===== src/rtl/ttl_mux_scan_sequencer_if.sv =====
// Bus between the scan sequencer and the 4-bit source mux/latch stage.
// Carries start/skip_mask/g_in in, mux controls and sample stream out.
`timescale 1ns/1ps
interface ttl_mux_scan_sequencer_if #(
  parameter int W = 4
);
  logic         start;
  logic [7:0]   skip_mask;
  logic [W-1:0] g_in;
  logic [3:0]   sel;
  logic         sel2;
  logic [1:0]   sel3;
  logic         sel1;
  logic         clr;
  logic         busy;
  logic [W-1:0] g_out;
  logic [2:0]   slot_id;
  logic         g_valid;
  logic         done;

  modport master (
    input  start, skip_mask, g_in,
    output sel, sel2, sel3, sel1, clr,
    output busy, g_out, slot_id, g_valid, done
  );

  modport slave (
    output start, skip_mask, g_in,
    input  sel, sel2, sel3, sel1, clr,
    input  busy, g_out, slot_id, g_valid, done
  );
endinterface


===== src/rtl/ttl_mux_scan_sequencer.sv =====
// Scans up to eight mux source slots, dwells DWELL cycles per slot,
// then samples g_in and emits it with slot_id and a one-cycle g_valid.
// Ports: clk, reset (async, active-high), bus (master modport):
//   in : start, skip_mask[7:0], g_in[W-1:0]
//   out: sel[3:0], sel2, sel3[1:0], sel1, clr, busy,
//        g_out[W-1:0], slot_id[2:0], g_valid, done
// Optional: define SEQ_LOOP_EN to let a start held in the last
// SAMPLE restart the scan (re-latching skip_mask) without DONE.
`timescale 1ns/1ps
module ttl_mux_scan_sequencer #(
  parameter int W     = 4,
  parameter int DWELL = 2
) (
  input logic clk,
  input logic reset,
  ttl_mux_scan_sequencer_if.master bus
);

`ifdef SEQ_LOOP_EN
  localparam bit LOOP_EN = 1'b1;
`else
  localparam bit LOOP_EN = 1'b0;
`endif

  localparam logic [3:0] DWELL_M1 = 4'(DWELL - 1);

  typedef enum logic [2:0] {
    IDLE,
    CLEAR,
    DRIVE,
    SAMPLE,
    DONE
  } state_t;

  state_t state_q;
  state_t state_d;

  logic [7:0]   mask_q;
  logic [2:0]   ptr;
  logic [3:0]   cnt;
  logic [W-1:0] g_q;
  logic [2:0]   slot_q;
  logic         valid_q;

  logic [2:0] first_slot;
  logic [2:0] nxt_slot;
  logic       has_nxt;
  logic       reloop;

  logic [3:0] sel_c;
  logic       sel2_c;
  logic [1:0] sel3_c;
  logic       sel1_c;

  // Lowest unskipped slot overall, and lowest one above ptr.
  // Scanning downward leaves the lowest match in the result.
  always_comb begin
    first_slot = '0;
    nxt_slot   = '0;
    has_nxt    = 1'b0;
    for (int i = 7; i >= 0; i--) begin
      if (!mask_q[i]) begin
        first_slot = 3'(i);
      end
      if (!mask_q[i] && (4'(i) > {1'b0, ptr})) begin
        nxt_slot = 3'(i);
        has_nxt  = 1'b1;
      end
    end
  end

  // Restart only when the new mask leaves something to scan.
  assign reloop = LOOP_EN && bus.start
                  && (bus.skip_mask != 8'hFF);

  always_ff @(posedge clk or posedge reset) begin
    if (reset) begin
      state_q <= IDLE;
    end else begin
      state_q <= state_d;
    end
  end

  always_comb begin
    state_d = state_q;
    unique case (state_q)
      IDLE: begin
        if (bus.start) begin
          if (bus.skip_mask == 8'hFF) begin
            state_d = DONE;
          end else begin
            state_d = CLEAR;
          end
        end
      end
      CLEAR: state_d = DRIVE;
      DRIVE: begin
        if (cnt == 4'd0) begin
          state_d = SAMPLE;
        end
      end
      SAMPLE: begin
        if (has_nxt) begin
          state_d = DRIVE;
        end else if (reloop) begin
          state_d = CLEAR;
        end else begin
          state_d = DONE;
        end
      end
      DONE:    state_d = IDLE;
      default: state_d = IDLE;
    endcase
  end

  always_ff @(posedge clk or posedge reset) begin
    if (reset) begin
      mask_q  <= '0;
      ptr     <= '0;
      cnt     <= '0;
      g_q     <= '0;
      slot_q  <= '0;
      valid_q <= 1'b0;
    end else begin
      valid_q <= 1'b0;
      unique case (state_q)
        IDLE: begin
          if (bus.start) begin
            mask_q <= bus.skip_mask;
          end
        end
        CLEAR: begin
          ptr <= first_slot;
          cnt <= DWELL_M1;
        end
        DRIVE: begin
          if (cnt != 4'd0) begin
            cnt <= cnt - 4'd1;
          end
        end
        SAMPLE: begin
          g_q     <= bus.g_in;
          slot_q  <= ptr;
          valid_q <= 1'b1;
          if (has_nxt) begin
            ptr <= nxt_slot;
            cnt <= DWELL_M1;
          end else if (reloop) begin
            mask_q <= bus.skip_mask;
          end
        end
        default: ;
      endcase
    end
  end

  // Controls are live only while a slot is driven or sampled.
  // The latch load fires only in the first DRIVE cycle, which is
  // the one where the counter still holds its loaded value.
  always_comb begin
    sel_c  = 4'b0000;
    sel2_c = 1'b0;
    sel3_c = 2'b00;
    sel1_c = 1'b0;
    if (state_q == DRIVE || state_q == SAMPLE) begin
      unique case (ptr)
        3'd0: sel_c = 4'b0001;
        3'd1: begin
          sel_c  = 4'b0010;
          sel1_c = (state_q == DRIVE) && (cnt == DWELL_M1);
        end
        3'd2: sel_c = 4'b0100;
        3'd3: begin
          sel_c  = 4'b0100;
          sel2_c = 1'b1;
        end
        default: begin
          sel_c  = 4'b1000;
          sel3_c = ptr[1:0];
        end
      endcase
    end
  end

  assign bus.sel     = sel_c;
  assign bus.sel2    = sel2_c;
  assign bus.sel3    = sel3_c;
  assign bus.sel1    = sel1_c;
  assign bus.clr     = reset | (state_q == CLEAR);
  assign bus.busy    = (state_q != IDLE);
  assign bus.done    = (state_q == DONE);
  assign bus.g_out   = g_q;
  assign bus.slot_id = slot_q;
  assign bus.g_valid = valid_q;

endmodule


===== src/flat_wrapper.sv =====
// flat-port wrapper written by rule: the top's interface ports become plain ports
module ttl_mux_scan_sequencer_flat 
#(
  parameter int W     = 4,
  parameter int DWELL = 2
)
  (clk, reset, bus_start, bus_skip_mask, bus_g_in, bus_sel, bus_sel2, bus_sel3, bus_sel1, bus_clr, bus_busy, bus_g_out, bus_slot_id, bus_g_valid, bus_done);
  ttl_mux_scan_sequencer_if #(.W(W)) bus_i ();
  input logic clk;
  input logic reset;
  input wire logic [$bits(bus_i.start)-1:0] bus_start;
  input wire logic [$bits(bus_i.skip_mask)-1:0] bus_skip_mask;
  input wire logic [$bits(bus_i.g_in)-1:0] bus_g_in;
  output wire logic [$bits(bus_i.sel)-1:0] bus_sel;
  output wire logic [$bits(bus_i.sel2)-1:0] bus_sel2;
  output wire logic [$bits(bus_i.sel3)-1:0] bus_sel3;
  output wire logic [$bits(bus_i.sel1)-1:0] bus_sel1;
  output wire logic [$bits(bus_i.clr)-1:0] bus_clr;
  output wire logic [$bits(bus_i.busy)-1:0] bus_busy;
  output wire logic [$bits(bus_i.g_out)-1:0] bus_g_out;
  output wire logic [$bits(bus_i.slot_id)-1:0] bus_slot_id;
  output wire logic [$bits(bus_i.g_valid)-1:0] bus_g_valid;
  output wire logic [$bits(bus_i.done)-1:0] bus_done;
  assign bus_i.start = bus_start;
  assign bus_i.skip_mask = bus_skip_mask;
  assign bus_i.g_in = bus_g_in;
  assign bus_sel = bus_i.sel;
  assign bus_sel2 = bus_i.sel2;
  assign bus_sel3 = bus_i.sel3;
  assign bus_sel1 = bus_i.sel1;
  assign bus_clr = bus_i.clr;
  assign bus_busy = bus_i.busy;
  assign bus_g_out = bus_i.g_out;
  assign bus_slot_id = bus_i.slot_id;
  assign bus_g_valid = bus_i.g_valid;
  assign bus_done = bus_i.done;
  ttl_mux_scan_sequencer #(.W(W), .DWELL(DWELL)) u_core (.clk(clk), .reset(reset), .bus(bus_i));
endmodule

===== config.mk =====
export PLATFORM = sky130hd
export DESIGN_NAME = ttl_mux_scan_sequencer_flat
export DESIGN_NICKNAME = d
export VERILOG_FILES = /design/src/rtl/ttl_mux_scan_sequencer_if.sv /design/src/rtl/ttl_mux_scan_sequencer.sv /design/src/flat_wrapper.sv
export SDC_FILE = /design/constraint.sdc
export NUM_CORES = 1
export LEC_CHECK = 0
export CORE_ASPECT_RATIO = 1.25
export CORE_MARGIN = 8
export CORE_UTILIZATION = 53
export CTS_CLUSTER_SIZE = 8
export DETAILED_ROUTE_END_ITERATION = 7
export PLACE_DENSITY = 0.88
export SLEW_MARGIN = 20
export SYNTH_ARGS = -nofsm -noshare
export SYNTH_HDL_FRONTEND = slang
export SYNTH_SLANG_ARGS = --single-unit

===== constraint.sdc =====
create_clock -name clk -period 3.1 [get_ports clk]
set_clock_uncertainty 0.05 [all_clocks]
set_input_delay 0.465 -clock clk [delete_from_list [all_inputs] [get_ports clk]]
set_output_delay 0.465 -clock clk [all_outputs]
set_load 0.01 [all_outputs]

==> flow_metrics.env <==
export IMPL_start_util_pct=55.2
export IMPL_instances_no_fill=228
export IMPL_fin_total_pwr_w=0.00191
export IMPL_maxSlewHeadroom_pct=60.3
export IMPL_startpoint_type="flip-flop"
export IMPL_worst_path_max_fanout=12
export IMPL_pwr_density_cell_mw_per_mm2=1020
export IMPL_port_buffers=33
export IMPL_synth_avg_cell_area_um2=9.07
export IMPL_synth_area_mm2=0.00148
export IMPL_wl_per_cell_um=16.3
export IMPL_ctsHoldBuffers=0
export IMPL_ys_types=44
export IMPL_core_area_mm2=0.00268
export IMPL_fin_crit_ps=2860
export IMPL_vias=1381
export IMPL_synth_edf_count=0
export IMPL_yosysWarnings=0
export IMPL_overflow=0
export IMPL_drc=0
export IMPL_dieArea_mm2=0.00475
export IMPL_final_nets=212
export IMPL_muxShareOfSynthArea_pct=7.61
export IMPL_final_util_pct=69.4
export IMPL_cts_tree="built"
export IMPL_fp_dieH_um=75.1
export IMPL_diodes=0
export IMPL_htree_levels=1
export IMPL_rows=21
export IMPL_cts_max_path_buffers=2
export IMPL_syn2layout_area_growth_pct=25.7
export IMPL_hold_class="flip-flop to flip-flop"
export IMPL_grt_pass1_vias=1354
export IMPL_worst_setup_path_type="flip-flop to output port"
export IMPL_busiest_layer="met2"
export IMPL_cts_setup_buffers=0
export IMPL_async_flop_share_pct=100
export IMPL_grt_pass1_wl_mm=6.22
export IMPL_die_w_um=63.2
export IMPL_hpwlAfterDp_mm=2.78
export IMPL_synthesis_nets=180
export IMPL_io_pins=34
export IMPL_cts_sinks=26
export IMPL_clockRootBuffer="clkbuf_4"
export IMPL_first_pass_iters=4
export IMPL_synthXorXnorAreaFrac_pct=0
export IMPL_leakage_nw=0.807
export IMPL_clkSlewWorstSetupHoldPaths_ps=140
export IMPL_routed_wl_mm=3.73
export IMPL_worst_slew_pin_slew_ps=590
export IMPL_synth_adder_area_share_pct=1.69
export IMPL_yosys_area_share_simple_pct=22.9
export IMPL_grt_max_degree=27
export IMPL_drt_initial_drc_count=83
export IMPL_outcome="complete, no violations"
export IMPL_numCtsBuffers=3
export IMPL_ir_drop_uv=671
export IMPL_cts_resized=0
export IMPL_timing_hold_ws_ps=438
export IMPL_setup_tns_final_ps=0
export IMPL_synth_top_family_by_area="simple AND/OR/NAND/NOR gates"
export IMPL_synthFlopType="dfrtp_1"
export IMPL_vias_per_cell=6.06
export IMPL_drv_slew=0
export IMPL_timing_final_hold_violations=0
export IMPL_routabilityCongestion=0.898
export IMPL_cp_end_kind="output port"
export IMPL_cp_data_required_time_ps=2580
export IMPL_clock_latency_ps=330
export IMPL_antenna_found_initial=0
export IMPL_setup_viol=0
export IMPL_synth_compound_area_share_pct=17.2
export IMPL_fmax_ghz=0.350
export IMPL_rsz0062_at_grt="no"
export IMPL_track_usage_pct=16.1
export IMPL_fill_cells=216
export IMPL_antenna_left=0
export IMPL_ys_seq_area_share_pct=44.0
export IMPL_placedCellCount=224
export IMPL_cp_arrival_ps=2340
export IMPL_drive_gt1_share_pct=7.73
export IMPL_grtUsageMet3_pct=4.17
export IMPL_period_share_pct=92.2
export IMPL_ys_seq_elements=26
export IMPL_grt_util_met2_pct=28.1
export IMPL_grt_use_met1_pct=17.7
export IMPL_synthCells=163
export IMPL_drv_cap=0
final timing paths:
kind | startpoint | endpoint | slack [ps] | depth (start not counted)
max | u_core.state_q[1]$_DFFE_PP0P_ | bus_sel1 | 240 | 5
min | u_core.bus.g_out[2]$_DFFE_PP0P_ | u_core.bus.g_out[2]$_DFFE_PP0P_ | 440 | 2
max reg2reg | u_core.ptr[1]$_DFFE_PP0P_ | u_core.ptr[1]$_DFFE_PP0P_ | 1100 | 5
min reg2reg | u_core.bus.g_out[2]$_DFFE_PP0P_ | u_core.bus.g_out[2]$_DFFE_PP0P_ | 440 | 2
max in group asynchronous | reset | u_core.bus.g_out[0]$_DFFE_PP0P_ | 2260 | 3
min in group asynchronous | reset | u_core.mask_q[2]$_DFFE_PP0P_ | 490 | 3
where the power goes:
part | total [W] | switching, W | internal (W)
clock | 0.000235 | 0.000104 | 0.000131
sequential | 0.000729 | 0.000232 | 0.000497
combinational | 0.000941 | 0.000481 | 0.000460
stage by stage:
stage	area (µm²)	setup slack, ps
4_1_cts	1860	235
3_5_place_dp	1810	628
6_report	1860	241
3_3_place_gp	1810	691
5_1_grt	1860	61.0
2_1_floorplan	1480	1230
cells in the final DEF (no fill, tap or decap), types with 2 or more instances in the layout:
master           Yosys  layout
clkbuf_4             0       3
dfrtp_1             26      26
o31ai_1              2       2
inv_2                2       2
and3_1               2       2
nor3b_1              2       2
or3_1                2       2
mux2_1              10      10
nor4_1               7       7
a21oi_1              6       6
nor2_1               8       8
ha_1                 2       2
nand2_1             31      31
inv_1               10      10
clkdlybuf4s50_1      0      33
a21o_1               2       2
nor3_1               2       2
o21ai_0              7       7
o21ai_1              6       6
a31oi_1              4       4
o211ai_1             3       3
registers in the layout (all words and copies together), names as in the netlist:
register	cells
u_core.ptr	3
u_core.mask_q	8
u_core.bus.slot_id	3
u_core.bus.g_out	4
u_core.bus.g_valid	1
u_core.state_q	3
u_core.cnt	4
area by class of cell:
cell class	count	area (µm²)	area share (%)
multi-input combinational	118	731	39.3
clock inverter	1	30.0	1.62
inverter	12	45.0	2.42
timing repair buffer	34	338	18.2
sequential	26	651	35.0
clock buffer	3	22.5	1.21
tap	34	42.5	2.29
worst max-delay path: stages, from the launching register on:
cell	delay, ps
dfrtp_1	560
nor2b_2	330
and2_2	200
nand2_1	90
nor4_1	250
clkdlybuf4s50_1	580
cell usage after synthesis, drive strengths merged, types with 2 or more instances:
cell type	count	area share [%]
nand2	32	8.6
dfrtp	26	44
o21ai	13	4.4
inv	12	3.0
mux2	10	7.6
nor2	9	2.8
nor4	7	3.0
a21oi	6	2.0
buf	5	3.0
a31oi	4	1.7
and3	3	1.4
o211ai	3	1.5
a21o	2	1.0
and2	2	0.93
clkbuf	2	0.51
ha	2	1.7
nor2b	2	1.0
nor3	2	0.68
nor3b	2	1.0
o31ai	2	1.0
or3	2	0.85
layer usage:
metal,wire length (µm),part of all wire [%]
met5,0,0
met4,111,3.0
met3,303,8.1
met1,1390,37
met2,1920,52
logic make-up (layout without fill, tap and decap cells):
kind of cell / after synthesis / after routing
fa+ha+maj: 2 / 2
compound gates: 39 / 39
mux: 10 / 10
buf+inv: 19 / 50
flops: 26 / 26
simple gates: 67 / 67
Note: power is estimated with default switching activity, not from simulation.
